==> src/rtl/dds_pkg.sv <==
// Shared definitions for the DDS start sequencer.
// State codes are exported on state_o for debug LEDs.
package dds_pkg;

    localparam int STATE_W = 3;

    typedef enum logic [STATE_W-1:0] {
        ST_SETTLE  = 3'd0,
        ST_CLEAR   = 3'd1,
        ST_DAC_REQ = 3'd2,
        ST_LOCK    = 3'd3,
        ST_RUN     = 3'd4,
        ST_FAULT   = 3'd5
    } state_t;

    function automatic int max2(input int a, input int b);
        return (a > b) ? a : b;
    endfunction

endpackage

==> src/rtl/dds_seq_counter.sv <==
// Saturating up-counter with clear, load, enable and terminal-count flag.
// Clear has priority over load, and load has priority over enable.
module dds_seq_counter #(
    parameter int WIDTH = 8
) (
    input  logic             sysclk,
    input  logic             reset_n,
    input  logic             clr,
    input  logic             load,
    input  logic [WIDTH-1:0] load_val,
    input  logic             en,
    input  logic [WIDTH-1:0] term,
    output logic [WIDTH-1:0] cnt,
    output logic             tc
);

    always_ff @(posedge sysclk) begin
        if (!reset_n || clr) begin
            cnt <= '0;
        end else if (load) begin
            cnt <= load_val;
        end else if (en && (cnt != '1)) begin
            cnt <= cnt + 1'b1;
        end
    end

    assign tc = (cnt == term);

endmodule

==> src/rtl/dds_start_sequencer.sv <==
// Power-up sequencer: settle, accumulator clear, DAC init handshake,
// PLL lock qualification, then run. Wait-stage timeouts latch a fault.
module dds_start_sequencer
    import dds_pkg::*;
#(
    parameter int SETTLE_CYCLES = 1000,
    parameter int CLR_CYCLES    = 16,
    parameter int LOCK_STABLE   = 256,
    parameter int TIMEOUT       = 65535
) (
    input  logic       sysclk,
    input  logic       reset_n,
    input  logic       dac_init_ack,
    input  logic       pll_locked,
    input  logic       retry,
    output logic       acc_clr,
    output logic       dac_init_req,
    output logic       run_en,
    output logic       ready,
    output logic       fault,
    output logic [2:0] state_o
);

    localparam int CNT_MAX = max2(max2(SETTLE_CYCLES, CLR_CYCLES),
                                  max2(LOCK_STABLE, TIMEOUT));
    localparam int CNT_W   = $clog2(CNT_MAX) + 1;

    state_t           state;
    state_t           state_next;
    logic [CNT_W-1:0] stg_cnt;
    logic [CNT_W-1:0] stg_term;
    logic             stg_tc;
    logic             stg_clr;
    logic [CNT_W-1:0] lk_cnt;
    logic             lk_tc;
    logic             lk_clr;
    logic             lock_qual;

    // Stage counter doubles as the timeout counter in DAC_REQ and LOCK
    always_comb begin
        stg_term = '1;
        case (state)
            ST_SETTLE:  stg_term = CNT_W'(SETTLE_CYCLES - 1);
            ST_CLEAR:   stg_term = CNT_W'(CLR_CYCLES - 1);
            ST_DAC_REQ: stg_term = CNT_W'(TIMEOUT - 1);
            ST_LOCK:    stg_term = CNT_W'(TIMEOUT - 1);
            default:    stg_term = '1;
        endcase
    end

    assign stg_clr   = (state_next != state);
    assign lk_clr    = (state != ST_LOCK) || !pll_locked;
    assign lock_qual = pll_locked && lk_tc;

    dds_seq_counter #(.WIDTH(CNT_W)) u_stage_cnt (
        .sysclk   (sysclk),
        .reset_n  (reset_n),
        .clr      (stg_clr),
        .load     (1'b0),
        .load_val ('0),
        .en       (1'b1),
        .term     (stg_term),
        .cnt      (stg_cnt),
        .tc       (stg_tc)
    );

    dds_seq_counter #(.WIDTH(CNT_W)) u_lock_cnt (
        .sysclk   (sysclk),
        .reset_n  (reset_n),
        .clr      (lk_clr),
        .load     (1'b0),
        .load_val ('0),
        .en       (1'b1),
        .term     (CNT_W'(LOCK_STABLE - 1)),
        .cnt      (lk_cnt),
        .tc       (lk_tc)
    );

    always_ff @(posedge sysclk) begin
        if (!reset_n) begin
            state <= ST_SETTLE;
        end else begin
            state <= state_next;
        end
    end

    // Ack beats DAC timeout; qualification beats lock timeout
    always_comb begin
        state_next = state;
        case (state)
            ST_SETTLE: begin
                if (stg_tc) state_next = ST_CLEAR;
            end
            ST_CLEAR: begin
                if (stg_tc) state_next = ST_DAC_REQ;
            end
            ST_DAC_REQ: begin
                if (dac_init_ack)  state_next = ST_LOCK;
                else if (stg_tc)   state_next = ST_FAULT;
            end
            ST_LOCK: begin
                if (lock_qual)     state_next = ST_RUN;
                else if (stg_tc)   state_next = ST_FAULT;
            end
            ST_RUN: begin
                if (!pll_locked)   state_next = ST_LOCK;
            end
            ST_FAULT: begin
                if (retry)         state_next = ST_SETTLE;
            end
            default: state_next = ST_SETTLE;
        endcase
    end

    assign acc_clr      = (state == ST_CLEAR);
    assign dac_init_req = (state == ST_DAC_REQ);
    assign run_en       = (state == ST_RUN);
    assign ready        = (state == ST_RUN);
    assign fault        = (state == ST_FAULT);
    assign state_o      = state;

    logic unused_cnt;
    assign unused_cnt = ^{stg_cnt, lk_cnt};

endmodule

==> config.mk <==
export PLATFORM = sky130hd
export DESIGN_NAME = dds_start_sequencer
export DESIGN_NICKNAME = d
export VERILOG_FILES = /design/src/rtl/dds_pkg.sv /design/src/rtl/dds_seq_counter.sv /design/src/rtl/dds_start_sequencer.sv
export SDC_FILE = /design/constraint.sdc
export NUM_CORES = 1
export LEC_CHECK = 0
export CORE_MARGIN = 10
export CORE_UTILIZATION = 45
export DETAILED_ROUTE_END_ITERATION = 16
export PLACE_DENSITY = 0.73
export SETUP_SLACK_MARGIN = 0.1
export SLEW_MARGIN = 20
export SYNTH_ARGS = -nofsm -noshare
export SYNTH_HDL_FRONTEND = slang
export SYNTH_HIERARCHICAL = 1
export SYNTH_SLANG_ARGS = --single-unit
==> constraint.sdc <==
create_clock -name sysclk -period 3.9 [get_ports sysclk]
set_input_delay 0.78 -clock sysclk [delete_from_list [all_inputs] [get_ports sysclk]]
set_output_delay 0.78 -clock sysclk [all_outputs]
set_load 0.05 [all_outputs]
# --- After elaboration in Yosys (flattened, before gate mapping) ---
# Index checks and enable logic that the tools add are counted.
op_classes:
  mux: 9
  n_addsub: 2
  n_eq_ne: 11
  n_reduce_logical: 8
ops:
  columns: ["cell", "count"]
  rows:
  - ["17-bit case mux with 3 select lines", 1]
  - ["17-bit by 1-bit adder with 17-bit output (second input constant)", 2]
  - ["17-bit != test (second input constant)", 2]
  - ["3-bit 2-to-1 mux", 7]
  - ["3-bit case mux with 6 select lines", 1]
  - ["17-bit == test", 1]
  - ["17-bit by 8-bit == test with 1-bit output (second input constant)", 1]
  - ["3-bit by 2-bit == test with 1-bit output (second input constant)", 2]
  - ["3-bit == test (second input constant)", 2]
  - ["3-bit by 1-bit == test with 1-bit output (second input constant)", 1]
  - ["3-bit zero test", 1]
  - ["1-bit logical OR", 3]
  - ["3-bit by 2-bit != test with 1-bit output (second input constant)", 1]
  - ["3-bit != test", 1]
  - ["1-bit zero test", 2]
  - ["2-bit OR reduction", 1]
  - ["1-bit logical AND", 1]
totals:
  wordCells: 33
  out_inout_bits: 8
  ff_bits: 37
  in_bits: 5

# --- Logic depth before layout (Yosys ltp) ---
# Gate-level depths: netlist of run 1.
depth:
  ltp_word: 9
  depth_mapped: 15
  depth_no_buf: 13

# --- Cells and area by module ---
# Netlist of run 1, hierarchy kept.
modules_own_cells:
  columns: ["module", "seq_area_each_um2", "n_inst", "area_per_inst_um2", "cells_per_inst"]
  rows:
  - ["dds_seq_counter", 340.3, 2, 1142.3, 134]
  - ["dds_start_sequencer", 60.1, 1, 341.6, 53]

# --- Least setup slack after synthesis of run 1 ---
# Ideal clock, no wire load.
synth_path:
  path_type: "reg-to-reg"
  startpoint: "reg state[2], in the netlist state_o[2]"
  endpoint: "reg u_stage_cnt.cnt[16]"
  arrival_ns: 3.077
  period_less_slack_ns: 3.190
  setup_ns: 0.113
  slack_ns: 0.710
  t_required_ns: 3.787
  path_stages_with_launch: 15
  n_path_buf: 2
  cell_sequence: "dfxtp_1 buf_2 nor2_4 inv_1 xor2_1 nor4_1 nand3_1 nor4_1 or3_1 a21oi_1 a21oi_1 a21o_1 and2b_1 clkbuf_1 o211a_1"
synth_via:
  elab_chain_cells: 9
  elab_cells_between_ends: 19
  classes_between: "eq/ne (7); mux (9); reduce/logical (3)"
synth_lines:
  columns: ["item", "line_no", "text"]
  rows:
  - ["start, declared", "dds_start_sequencer.sv:28", "state_t state;"]
  - ["start signal, assigned", "dds_start_sequencer.sv:83", "state <= state_next;"]
  - ["3-bit by 2-bit == test with 1-bit output", "dds_start_sequencer.sv:42", "case (state)"]
  - ["2-bit OR reduction (no line)", null, null]
  - ["17-bit case mux with 3 select lines *", "dds_start_sequencer.sv:42", null]
  - ["via stg_term[10]", "dds_start_sequencer.sv:31", "logic [CNT_W-1:0] stg_term;"]
  - ["17-bit == test *", "dds_seq_counter.sv:27", "assign tc = (cnt == term);"]
  - ["via stg_tc", "dds_start_sequencer.sv:32", "logic stg_tc;"]
  - ["3-bit 2-to-1 mux", "dds_start_sequencer.sv:99, dds_start_sequencer.sv:103", null]
  - ["3-bit 2-to-1 mux (on tied branches)", "dds_start_sequencer.sv:102, dds_start_sequencer.sv:98", null]
  - ["3-bit case mux with 6 select lines *", "dds_start_sequencer.sv:90", "case (state)"]
  - ["3-bit != test *", "dds_start_sequencer.sv:51", "assign stg_clr = (state_next != state);"]
  - ["via stg_clr", "dds_start_sequencer.sv:33", "logic stg_clr;"]
  - ["1-bit logical OR *", "dds_seq_counter.sv:18", "if (!reset_n || clr) begin"]
  - ["end signal, assigned", "dds_seq_counter.sv:21", "cnt <= load_val;"]
  - ["end signal, assigned", "dds_seq_counter.sv:23", "cnt <= cnt + 1'b1;"]
  - ["end, declared", "dds_seq_counter.sv:13", "output logic [WIDTH-1:0] cnt,"]
# The timed path passes the listed nets; every way through them passes the cells marked *.
# A chain may end at the register's enable or synchronous reset.

# --- Worst setup path after layout of run 1 ---
layout_path:
  startpoint: "reg state[2], in the netlist state_o[2]"
  endpoint: "reg u_stage_cnt.cnt[13]"
# Same word-level chain as after synthesis.

==> results list, run 1 <==
- The flow ran to the end, and the final reports show no timing, DRC or antenna violations.
- Placement Setup Slack: 0.684 ns
* Number of hold buffers added after cts: 0
- Count of cells resized by post-cts repair: 0
- Critical path required time: 4.06 ns
- In this run, the number of DRC markers left after iteration 0 of detailed routing was 119.
* Area growth from synthesis to final layout: 16.6%
* Post-place instance area: 2970 um^2
- Clock tree from TritonCTS: done
- At the pin with the least slew margin, the transition time is 0.818 ns.
* Total of warnings raised by yosys: 6
* Met3 Resource Use GR: 2.85%
* Placed insts: 456
- For this run, the share of the core covered by cells in the final layout is 54.9%.
- Across the VDD grid, the largest voltage drop is 150 uV.
- After layout, the worst setup slack is 0.556 ns.
* Initial antenna violation count: 0
- TritonCTS Sinks: 37
- Data arrives at the worst endpoint at 3.51 ns.
- The floorplan step set the die height to 96.4 um.
- After clock tree synthesis, the setup repair step added 0 buffers.
- The die is 96.4 um wide.
* Layout cell share with drive strength beyond 1: 4.34%
- The layer flagged by global routing as most heavily used is met2.
- Counting the fill cells in the layout gives 529.
- CTS built an H-tree with a depth of 2.
* Int Power: 0.567 mW
- The net count of the finished layout is 400.
* Vias in the first global route: 2,240
- Across the run, the number of max-cap violations was 0.
* Reg-to-reg critical path startpoint: state_o[2]$_SDFF_PN0_
- Power density over cell area: 253 nW/um^2
* Clock tree buffer depth: 2
- The worst hold path terminates at u_lock_cnt/cnt[15]$_SDFFE_PP0P_.
* Maximum frequency from static timing analysis: 0.299 GHz
- Total I/O pin count: 13
- In the synthesized netlist the dominant register cell turns out to be dfxtp_1.
- Wire length after detailed routing: 5750 um
- The worst hold path passes through 2 cells.
* Buffers added on ports: 12
- Wire length of the first global-routing pass: 9940 um
* Crit path kind: flop to flop
- Pre-antenna DRT Iters: 4
- Met1 Resource Use GR: 15.7%
- The total overflow left after global routing is 0.
- Across the routed clock network, the largest skew measured is 0.00876 ns.
- The synthesized design contains 37 register bits.
- Subtracting the final worst setup slack from the clock period gives 3.34 ns.
* Switching power: 0.206 mW
* Mapped Cells: 321
* Total power after layout: 0.774 mW
* Reported leakage power: 1.32 nW
* Fin. max-slew vios: 0
* Cell Area, Synth: 2630 um^2
- Unique cell type count in the Yosys netlist: 49
- Setup violations remaining at the end of the flow were counted as 0.
* Standard-cell rows: 27
- Final standard cell count with taps included and fillers excluded: 464
- Unrepaired setup endpoints after global routing: no
- Pin count of the biggest net entering global routing: 33
- Number of enable flip-flop cells after synthesis: 0
- After synthesis, the mean cell area works out to 8.18 um^2.
- The worst hold path belongs to the class flop to flop.
* Combinational cell fraction of total power: 10.4%
- Clock slew seen by the registers of the worst setup and hold paths: 0.08 ns
- Via Count: 2,331
- Share of power burned in registers: 53.0%
* N_diodes: 0
- After layout, the worst path uses 85.7% of the clock period.
* Sequential share of the synthesized area: 28.2%
- Estimated wirelength of the detail-placed design: 4200 um
- Number of endpoints with negative hold slack in the final report: 0
- Initial standard-cell utilization of the core: 47.1%
* Global routing usage summed across all routing layers: 13.0%
- Worst hold-check slack: 0.565 ns
- Switching share of power: 26.7%
* Area of all placed cells without fillers: 3060 um^2
- Depth of the most critical reg-to-reg path: 13
- Max-Slew Margin vs Limit: 44.9%
- Worst min-delay path startpoint: u_lock_cnt/cnt[15]$_SDFFE_PP0P_
* Master cell of the clock root buffer: clkbuf_8
- Global routing consumed, on the met2 layer, 21.8% of the routing resources.
- Per report_power, the clock group accounts for 36.6% of the total.
- The later pin in the worst-skew pair is clocked with a latency of 0.29 ns.
- Along the worst path, the maximum fanout reaches 14.
- At the end of routability-driven placement, the weighted congestion stood at 0.866.
- In the routed layout, each cell is associated on average with a via count of 5.02.
- The floorplan step defined a core boundary enclosing 5570 um^2.
- Average wire per cell in the routed design: 12.4 um
- In this run the critical register-to-register path is captured at u_stage_cnt/cnt[13]$_SDFFE_PP0P_.
- The die covers 9290 um^2.
- Number of remaining DRC errors: 0
- The count of nets left with antenna violations once routing finished came out at 0.
- The worst setup path is launched from a flop.
- After synthesis, the share of flip-flops with an asynchronous set or reset is 0%.
- Worst reg-to-reg setup slack: 0.56 ns
- Sum of negative setup slack: 0 ns
- TritonCTS created 5 clock buffers.
* Crit end category: flop
[cells by family (layout without fill, tap and decap cells)]
family | count (synthesis) | count (layout) | synth area share [%]
other cells | 2 | 69 | 0.286
flops | 37 | 37 | 28.2
compound gates | 77 | 77 | 17.2
xor+xnor | 58 | 58 | 19.3
fa+ha+maj | 4 | 4 | 1.91
buf+inv | 27 | 31 | 6.34
simple gates | 112 | 112 | 25.3
mux | 4 | 4 | 1.52
[synthesized netlist by cell type, types with 3 or more instances]
library cell,number,share of area (%)
xor2_1,50,17
dfxtp_1,37,28
a21oi_1,29,5.5
o21ai_0,25,4.8
nand2_1,24,3.4
nand4_1,16,3.8
nand3_1,10,1.9
nor2_1,10,1.4
inv_1,9,1.3
nor4_1,8,1.9
xnor2_1,8,2.7
clkbuf_1,5,0.71
nand2b_1,5,1.2
a211oi_1,4,1.1
a31oi_1,4,0.95
and4b_1,4,1.5
buf_6,4,1.7
ha_1,4,1.9
mux2i_1,4,1.5
nor2b_1,4,0.95
nor3_1,4,0.76
o211a_1,4,1.5
or4_1,4,1.1
and2_1,3,0.71
or3_1,3,0.71
[layout make-up]
class	count	area, um^2	area share, %
multi-input cells	324	1970	64.3
flip-flops and latches	37	741	24.2
repair buffers	13	128	4.17
well taps	72	90.1	2.94
clock buffers	6	82.6	2.70
inverters	10	37.5	1.23
clock inverters	2	13.8	0.449
[how the worst max path moves through the flow]
stage	end	start	depth (start not counted)	slack, ns
global route	u_stage_cnt/cnt[14]$_SDFFE_PP0P_	state_o[2]$_SDFF_PN0_	13	0.19
floorplan	u_stage_cnt/cnt[16]$_SDFFE_PP0P_	state_o[2]$_SDFF_PN0_	14	0.71
global placement	u_stage_cnt/cnt[14]$_SDFFE_PP0P_	state_o[2]$_SDFF_PN0_	13	0.78
detailed placement	u_stage_cnt/cnt[15]$_SDFFE_PP0P_	state_o[2]$_SDFF_PN0_	13	0.68
CTS	u_stage_cnt/cnt[13]$_SDFFE_PP0P_	state_o[2]$_SDFF_PN0_	13	0.61
finish	u_stage_cnt/cnt[13]$_SDFFE_PP0P_	state_o[2]$_SDFF_PN0_	13	0.56
[critical path: stages, from the launching register on]
cell and delay (ns):
dfxtp_1 0.65, nor2_4 0.09, inv_1 0.27, xor2_1 0.11, nor4_1 0.29, nand3_1 0.10
nor4_1 0.63, or3_1 0.22, a21oi_1 0.06, a21oi_1 0.12, a21o_1 0.13, and2b_1 0.34
o21ai_0 0.15, a31oi_1 0.05
[power by group through the flow]
stage | clock network [mW] | registers, mW | logic (mW)
after floorplan | 0 | 0.412 | 0.0684
after global placement | 0 | 0.418 | 0.0737
after detailed placement | 0 | 0.419 | 0.0759
after CTS | 0.298 | 0.410 | 0.0763
after global routing | 0.309 | 0.413 | 0.0935
final | 0.283 | 0.410 | 0.0806
[state kept, by name, summed over array words and instances, names as in the netlist]
signal           cells
state_o              3
u_stage_cnt/cnt     17
u_lock_cnt/cnt      17
[per-layer routing]
layer	share of wire, %	routed length (um)	up-vias
met4	0.90	52	0
met1	47	2710	1071
met5	0	0	-
met2	49	2820	33
li1	-	-	1223
met3	3.0	171	4
[cells in the final DEF (no fill, tap or decap), types with 5 or more instances in the layout]
cell type,instances
nand3_1,10
nor4_1,8
a21oi_1,29
dfxtp_1,37
inv_1,9
nand2b_1,5
xor2_1,50
nand4_1,16
clkdlybuf4s50_1,12
nor2_1,10
xnor2_1,8
o21ai_0,25
conb_1,69
nand2_1,24
clkbuf_8,6
Note: power is estimated with default switching activity, not from simulation.
==> run 2: changes to the inputs <==
--- a/config.mk
+++ b/config.mk
@@ -5,11 +5,14 @@
 export SDC_FILE = /design/constraint.sdc
 export NUM_CORES = 1
 export LEC_CHECK = 0
+export CELL_PAD_IN_SITES_DETAIL_PLACEMENT = 1
+export CELL_PAD_IN_SITES_GLOBAL_PLACEMENT = 1
 export CORE_MARGIN = 10
-export CORE_UTILIZATION = 45
+export CORE_UTILIZATION = 25
 export DETAILED_ROUTE_END_ITERATION = 16
-export PLACE_DENSITY = 0.73
+export PLACE_DENSITY = 0.59
 export SETUP_SLACK_MARGIN = 0.1
+export SKIP_CTS_REPAIR_TIMING = 1
 export SLEW_MARGIN = 20
 export SYNTH_ARGS = -nofsm -noshare
 export SYNTH_HDL_FRONTEND = slang
==> run 2 against run 1 <==
- clock skew rose by 0.0024 ns
- critical path depth rose by 1
- cell count rose by 14%
- worst hold slack worse by 0.0044 ns
- sequential power about the same
- combinational power increased by 2%
==> results list, run 2 (synthesis gave the netlist of run 1 again) <==
- On the critical path, the stage with the largest delay is an instance of dfxtp_1.
- Fin. max-slew vios: 0
- Across the VDD grid, the largest voltage drop is 169 uV.
- Headroom to the max-slew limit came out at 56.9%.
- For this design the static power due to leakage is 1.33 nW.
- Crit path DAT: 3.51 ns
* Nature of the critical path startpoint: flop
- Maximum cell stage delay along the critical path: 0.68 ns
* Initial antenna violation count: 0
- Vias in the first global route: 2,409
- For the pin with the worst max-slew slack, the measured transition is 0.640 ns.
- Walking the worst path, the cells encountered are nor2_4, inv_1, xor2_1, nor4_1, nand3_1, nor4_1, buf_4, or3_1, a21oi_1, a21oi_1, a21o_1, and2b_1, o21ai_0, nor3b_1.
- Timing would allow up to 0.304 GHz.
* Pre-antenna DRT Iters: 4
- In the final routed layout, each cell accounts on average for 12.9 um.
- The number of hold violations in the final report was 0.
- Prior to clock tree synthesis, the placed netlist has a worst setup slack of 0.634 ns.
- Entering global routing, the biggest net connects 33 pins.
- In this run the worst hold path is classified as flop to flop.
- Across every metal layer, demand over resource in global routing totals 9.38%.
* H-Tree Depth: 2
- Total Nets Final: 400
- Counting the buffers created by CTS gives 5.
* Clock tree buffer depth: 2
- 13 I/O pins were placed.
- Layout cell share with drive strength beyond 1: 4.34%
- Per report_power, the sequential group accounts for 48.2% of the total.
- Result of the run: completed
- Switching share of power: 25.8%
* Minimum setup slack in the final design: 0.614 ns
* Clock tree from TritonCTS: done
* Core Box Area: 10,300 um^2
- Estimated wirelength of the detail-placed design: 5050 um
* TritonCTS Sinks: 37
- Wire length of the first global-routing pass: 11,700 um
- The final route contains 2,354 vias.
- The repair_antennas step left the layout with diodes totalling 0.
* DRC violation total after the first TritonRoute iteration: 69
- Power density over cell area: 269 nW/um^2
* Clock network fraction of total power: 42.2%
- The worst path needs 3.29 ns of the cycle, external delays included.
- Die H: 122 um
* Final setup violation count: 0
- Area growth from synthesis to final layout: 20.6%
- The completed layout was analyzed and its total power is 0.852 mW.
- Along the worst path, the maximum fanout reaches 14.
- The tree is rooted in a clkbuf_8.
- Most common cell after layout, fill and taps aside: conb_1
- Wire length after detailed routing: 6810 um
- Number of vias per cell: 4.46
- STA puts the critical path data required time at 4.12 ns.
* Crit path kind: flop to flop
- Clock-pin slew was measured on the worst setup and hold paths at 0.09 ns.
* Die boundary width: 122 um
* Initial standard-cell utilization of the core: 25.6%
- Global-route congestion overflow total: 0
- Clock latency on the worst-skew pair, taken at its later pin, is 0.29 ns.
* Final Cycle Share: 84.3%
- Port buffering added 12 buffers.
* Clock Skews: 0.0112 ns
- The analysis attributes to net switching a power of 0.220 mW.
* Standard-cell rows: 37
- The detail route stage leaves a number of antenna-violating nets equal to 0.
- Number of remaining DRC errors: 0
- The floorplan step defined a die boundary enclosing 15,000 um^2.
- Of the total power, combinational logic draws 9.6%.
- Sum of negative setup slack: 0 ns
- Setup repair after global routing left no endpoint under its margin.
- Int Power: 0.632 mW
- The worst setup path is captured at a flop.
* Commonest non-fill, non-tap cells in the layout: conb_1 (69), xor2_1 (50), dfxtp_1 (37), a21oi_1 (29), o21ai_0 (25)
- Max-cap violations in this run came to 0.
- Gpl congestion: 0.778
## run 2: final timing paths
path	startpoint	slack [ns]	cells past startpoint	to
max	state_o[2]$_SDFF_PN0_	0.61	14	u_stage_cnt/cnt[14]$_SDFFE_PP0P_
min	u_lock_cnt/cnt[15]$_SDFFE_PP0P_	0.56	2	u_lock_cnt/cnt[15]$_SDFFE_PP0P_
max reg2reg	state_o[2]$_SDFF_PN0_	0.61	14	u_stage_cnt/cnt[14]$_SDFFE_PP0P_
min reg2reg	u_lock_cnt/cnt[15]$_SDFFE_PP0P_	0.56	2	u_lock_cnt/cnt[15]$_SDFFE_PP0P_
## run 2: per-stage QoR
| step | cell area (um^2) | cells | hold slack [ns] | utilization (%) |
|---|---|---|---|---|
| 3_3_place_gp | 3050 | 520 | 0.541 | 29.6 |
| 3_5_place_dp | 3050 | 520 | 0.541 | 29.6 |
| 4_1_cts | 3170 | 528 | 0.560 | 30.8 |
| 6_report | 3170 | 528 | 0.560 | 30.8 |
| 2_1_floorplan | 2880 | 388 | 0.501 | - |
| 5_1_grt | 3170 | 528 | 0.594 | 30.8 |
## run 2: power groups by stage
| stage | combinational (mW) | sequential, mW | clock [mW] |
|---|---|---|---|
| 2_1_floorplan | 0.0684 | 0.412 | 0 |
| 5_1_grt | 0.0968 | 0.414 | 0.394 |
| 6_report | 0.0819 | 0.411 | 0.359 |
| 3_5_place_dp | 0.0776 | 0.420 | 0 |
| 3_3_place_gp | 0.0760 | 0.420 | 0 |
| 4_1_cts | 0.0781 | 0.411 | 0.379 |
## run 2: layout make-up
cell class	count	area (um^2)
clock buffers	6	82.6
clock inverters	2	37.5
fillers	1284	7110
inverters	10	37.5
multi-input cells	324	1970
flip-flops and latches	37	741
well taps	136	170
repair buffers	13	128
## run 2: metal layers
metal | share of wire (%) | up-vias | global-route usage, %
met1 | 52 | 1111 | 12.8
met3 | 1.8 | 7 | 1.70
met5 | 0 | - | 0
li1 | - | 1220 | -
met4 | 1.2 | 0 | 2.28
met2 | 45 | 16 | 15.0
## run 2: worst max-delay path: cells and delay by family, from the launching register on
kind / cells / cell delay [ns]
AO/OA/AOI/OAI: 4 / 0.58
buffers and inverters: 2 / 0.43
AND/OR/NAND/NOR: 7 / 1.35
flip-flops: 1 / 0.68
XOR/XNOR: 1 / 0.19
==> run 3: changes to the inputs <==
==> constraint.sdc (replaced) <==
create_clock -name sysclk -period 3.16 [get_ports sysclk]
set_input_delay 0.632 -clock sysclk [delete_from_list [all_inputs] [get_ports sysclk]]
set_output_delay 0.632 -clock sysclk [all_outputs]
set_load 0.05 [all_outputs]
==> run 3 against run 2 <==
- critical path depth decreased by 1
- sequential share of layout area decreased by 0.39 points
- design area increased by 1.7%
- total power increased by 13%
- cell count increased by 1.7%
- clock skew increased by 0.0026 ns
- routed wire length increased by 0.38%
- utilization increased by 0.52 points
- register-to-register slack got worse by 0.25 ns
- largest cell class unchanged
- critical path type unchanged
==> results list, run 3 (synthesis gave the netlist of run 1 again) <==
- Vias in the first global route: 2,367
* Critical path required time: 3.40 ns
- The library cell used most frequently in the layout, excluding fill and tap cells, is conb_1.
- No sink is reached through more buffers than the 2 on the longest clock path.
* Die area: 15,000 um^2
* Core Box Area: 10,300 um^2
- Biggest fanout along the worst timing path: 13
- The run finished with clean final reports.
* Unrepaired setup endpoints after global routing: no
* Total I/O pin count: 13
- For the pin with the worst max-slew slack, the measured transition is 0.512 ns.
* Die boundary width: 122 um
- For this design the static power due to leakage is 1.35 nW.
- Commonest non-fill, non-tap cells in the layout: conb_1 (69), xor2_1 (50), dfxtp_1 (37), a21oi_1 (29), o21ai_0 (25)
- In the final timing run, aggregate negative setup slack is 0 ns.
* Total Nets Final: 409
- CTS built an H-tree with a depth of 2.
- Dividing the detail-routed via count by the number of cells gives 4.47.
- The final critical path takes up 88.6% of the cycle.
- Clock-pin slew was measured on the worst setup and hold paths at 0.09 ns.
- Latest clock arrival within the worst-skew pair: 0.31 ns
- Tmin final: 2.80 ns
- Crit end category: flop
* CTS buffer count: 5
- Crit path DAT: 3.03 ns
- For this run, design rule violations remaining after detail routing come to 0.
* Die H: 122 um
- Nature of the critical path startpoint: flop
- Clock Skews: 0.0138 ns
- In this run the worst hold path is classified as flop to flop.
* Master cell of the clock root buffer: clkbuf_8
* Crit path kind: flop to flop
- The floorplan has 37 rows.
- Max-Slew Margin vs Limit: 65.8%
- N_diodes: 0
- The HPWL after detailed placement is 5060 um.
- Peak VDD IR: 153 uV
* Pin count of the biggest net entering global routing: 33
* Layout cell share with drive strength beyond 1: 7.73%
- The tightest hold path in the finished design has a slack of 0.553 ns.
- Power density over cell area: 298 nW/um^2
- The number of pins exceeding their max-slew limit in the final report is 0.
- For this run, the total global-route usage over all layers was measured as 9.45%.
* Gpl congestion: 0.820
* Residual antenna-violating net count after detailed routing: 0
- Global-route congestion overflow total: 0
- Initial standard-cell utilization of the core: 25.6%
- Via Count: 2,400
- Pre-antenna DRT Iters: 4
- For this block, the routed nets add up to 6840 um of wire.
- After filler insertion, the fill cell instance count of the layout stands at 1,291.
* Number of endpoints with negative hold slack in the final report: 0
* DRC violation total after the first TritonRoute iteration: 101
- The first global-routing pass estimated 11,700 um of wire.
* Maximum frequency from static timing analysis: 0.357 GHz
- Buffers added on ports: 12
* TritonCTS Sinks: 37
* Area growth from synthesis to final layout: 22.6%
* Final setup violation count: 0
* Initial antenna violation count: 0
- In the final routed layout, each cell accounts on average for 12.7 um.
* Clock tree from TritonCTS: done
- Max-cap violations in this run came to 0.
run 3: cell count changes in the layout (fill, tap and decap cells not counted), moves of 2 or more:
| cell | delta |
|---|---|
| nor4_2 | +2 |
| buf_4 | +9 |
| nor4_1 | -2 |
| clkinv_2 | +2 |
run 3: layout make-up:
type                            instances  area [um^2]  area share (%)
Multi-Input combinational cell        324         1990            61.7
Sequential cell                        37          741            23.0
Timing Repair Buffer                   22          195            6.06
Tap cell                              136          170            5.28
Clock buffer                            5         68.8            2.14
Inverter                               10         41.3            1.28
Clock inverter                          3         17.5           0.544
run 3: stage by stage:
stage | area, um^2 | instances | total power, mW | setup slack, ns | util [%]
2_1_floorplan | 2880 | 388 | 0.594 | 0.133 | -
3_3_place_gp | 3090 | 525 | 0.612 | 0.434 | 30.1
3_5_place_dp | 3090 | 525 | 0.615 | 0.257 | 30.1
4_1_cts | 3180 | 533 | 0.968 | 0.233 | 30.9
5_1_grt | 3220 | 537 | 1.01 | 0.0903 | 31.3
6_report | 3220 | 537 | 0.961 | 0.361 | 31.3
run 3: metal layers:
metal	routed length, um	vias up	track usage [%]
li1	-	1241	-
met1	3530	1123	13.0
met2	3020	24	14.5
met3	175	12	1.74
met4	110	0	3.17
met5	0	-	0
run 3: worst paths after layout:
| kind | from | end | slack [ns] | depth (start not counted) |
|---|---|---|---|---|
| setup / recovery | state_o[2]$_SDFF_PN0_ | u_stage_cnt/cnt[14]$_SDFFE_PP0P_ | 0.36 | 13 |
| hold / removal | u_lock_cnt/cnt[15]$_SDFFE_PP0P_ | u_lock_cnt/cnt[15]$_SDFFE_PP0P_ | 0.55 | 2 |
| setup reg to reg | state_o[2]$_SDFF_PN0_ | u_stage_cnt/cnt[14]$_SDFFE_PP0P_ | 0.36 | 13 |
| hold reg to reg | u_lock_cnt/cnt[15]$_SDFFE_PP0P_ | u_lock_cnt/cnt[15]$_SDFFE_PP0P_ | 0.55 | 2 |
run 3: power by group:
| part | internal [mW] | switching [mW] |
|---|---|---|
| logic | 0.0421 | 0.0618 |
| registers | 0.482 | 0.0244 |
| clock network | 0.153 | 0.198 |
run 3: critical path, stage by stage, from the launching register on:
cell and delay (ns):
dfxtp_1 0.39, nor2_4 0.20, clkinvlp_4 0.21, buf_4 0.18
xnor2_1 0.11, nand4_1 0.12, nor4_2 0.07, or3_1 0.34
a21oi_1 0.15, a21oi_1 0.06, a21o_1 0.19, and2b_2 0.36
o21ai_0 0.15, nor3b_1 0.20
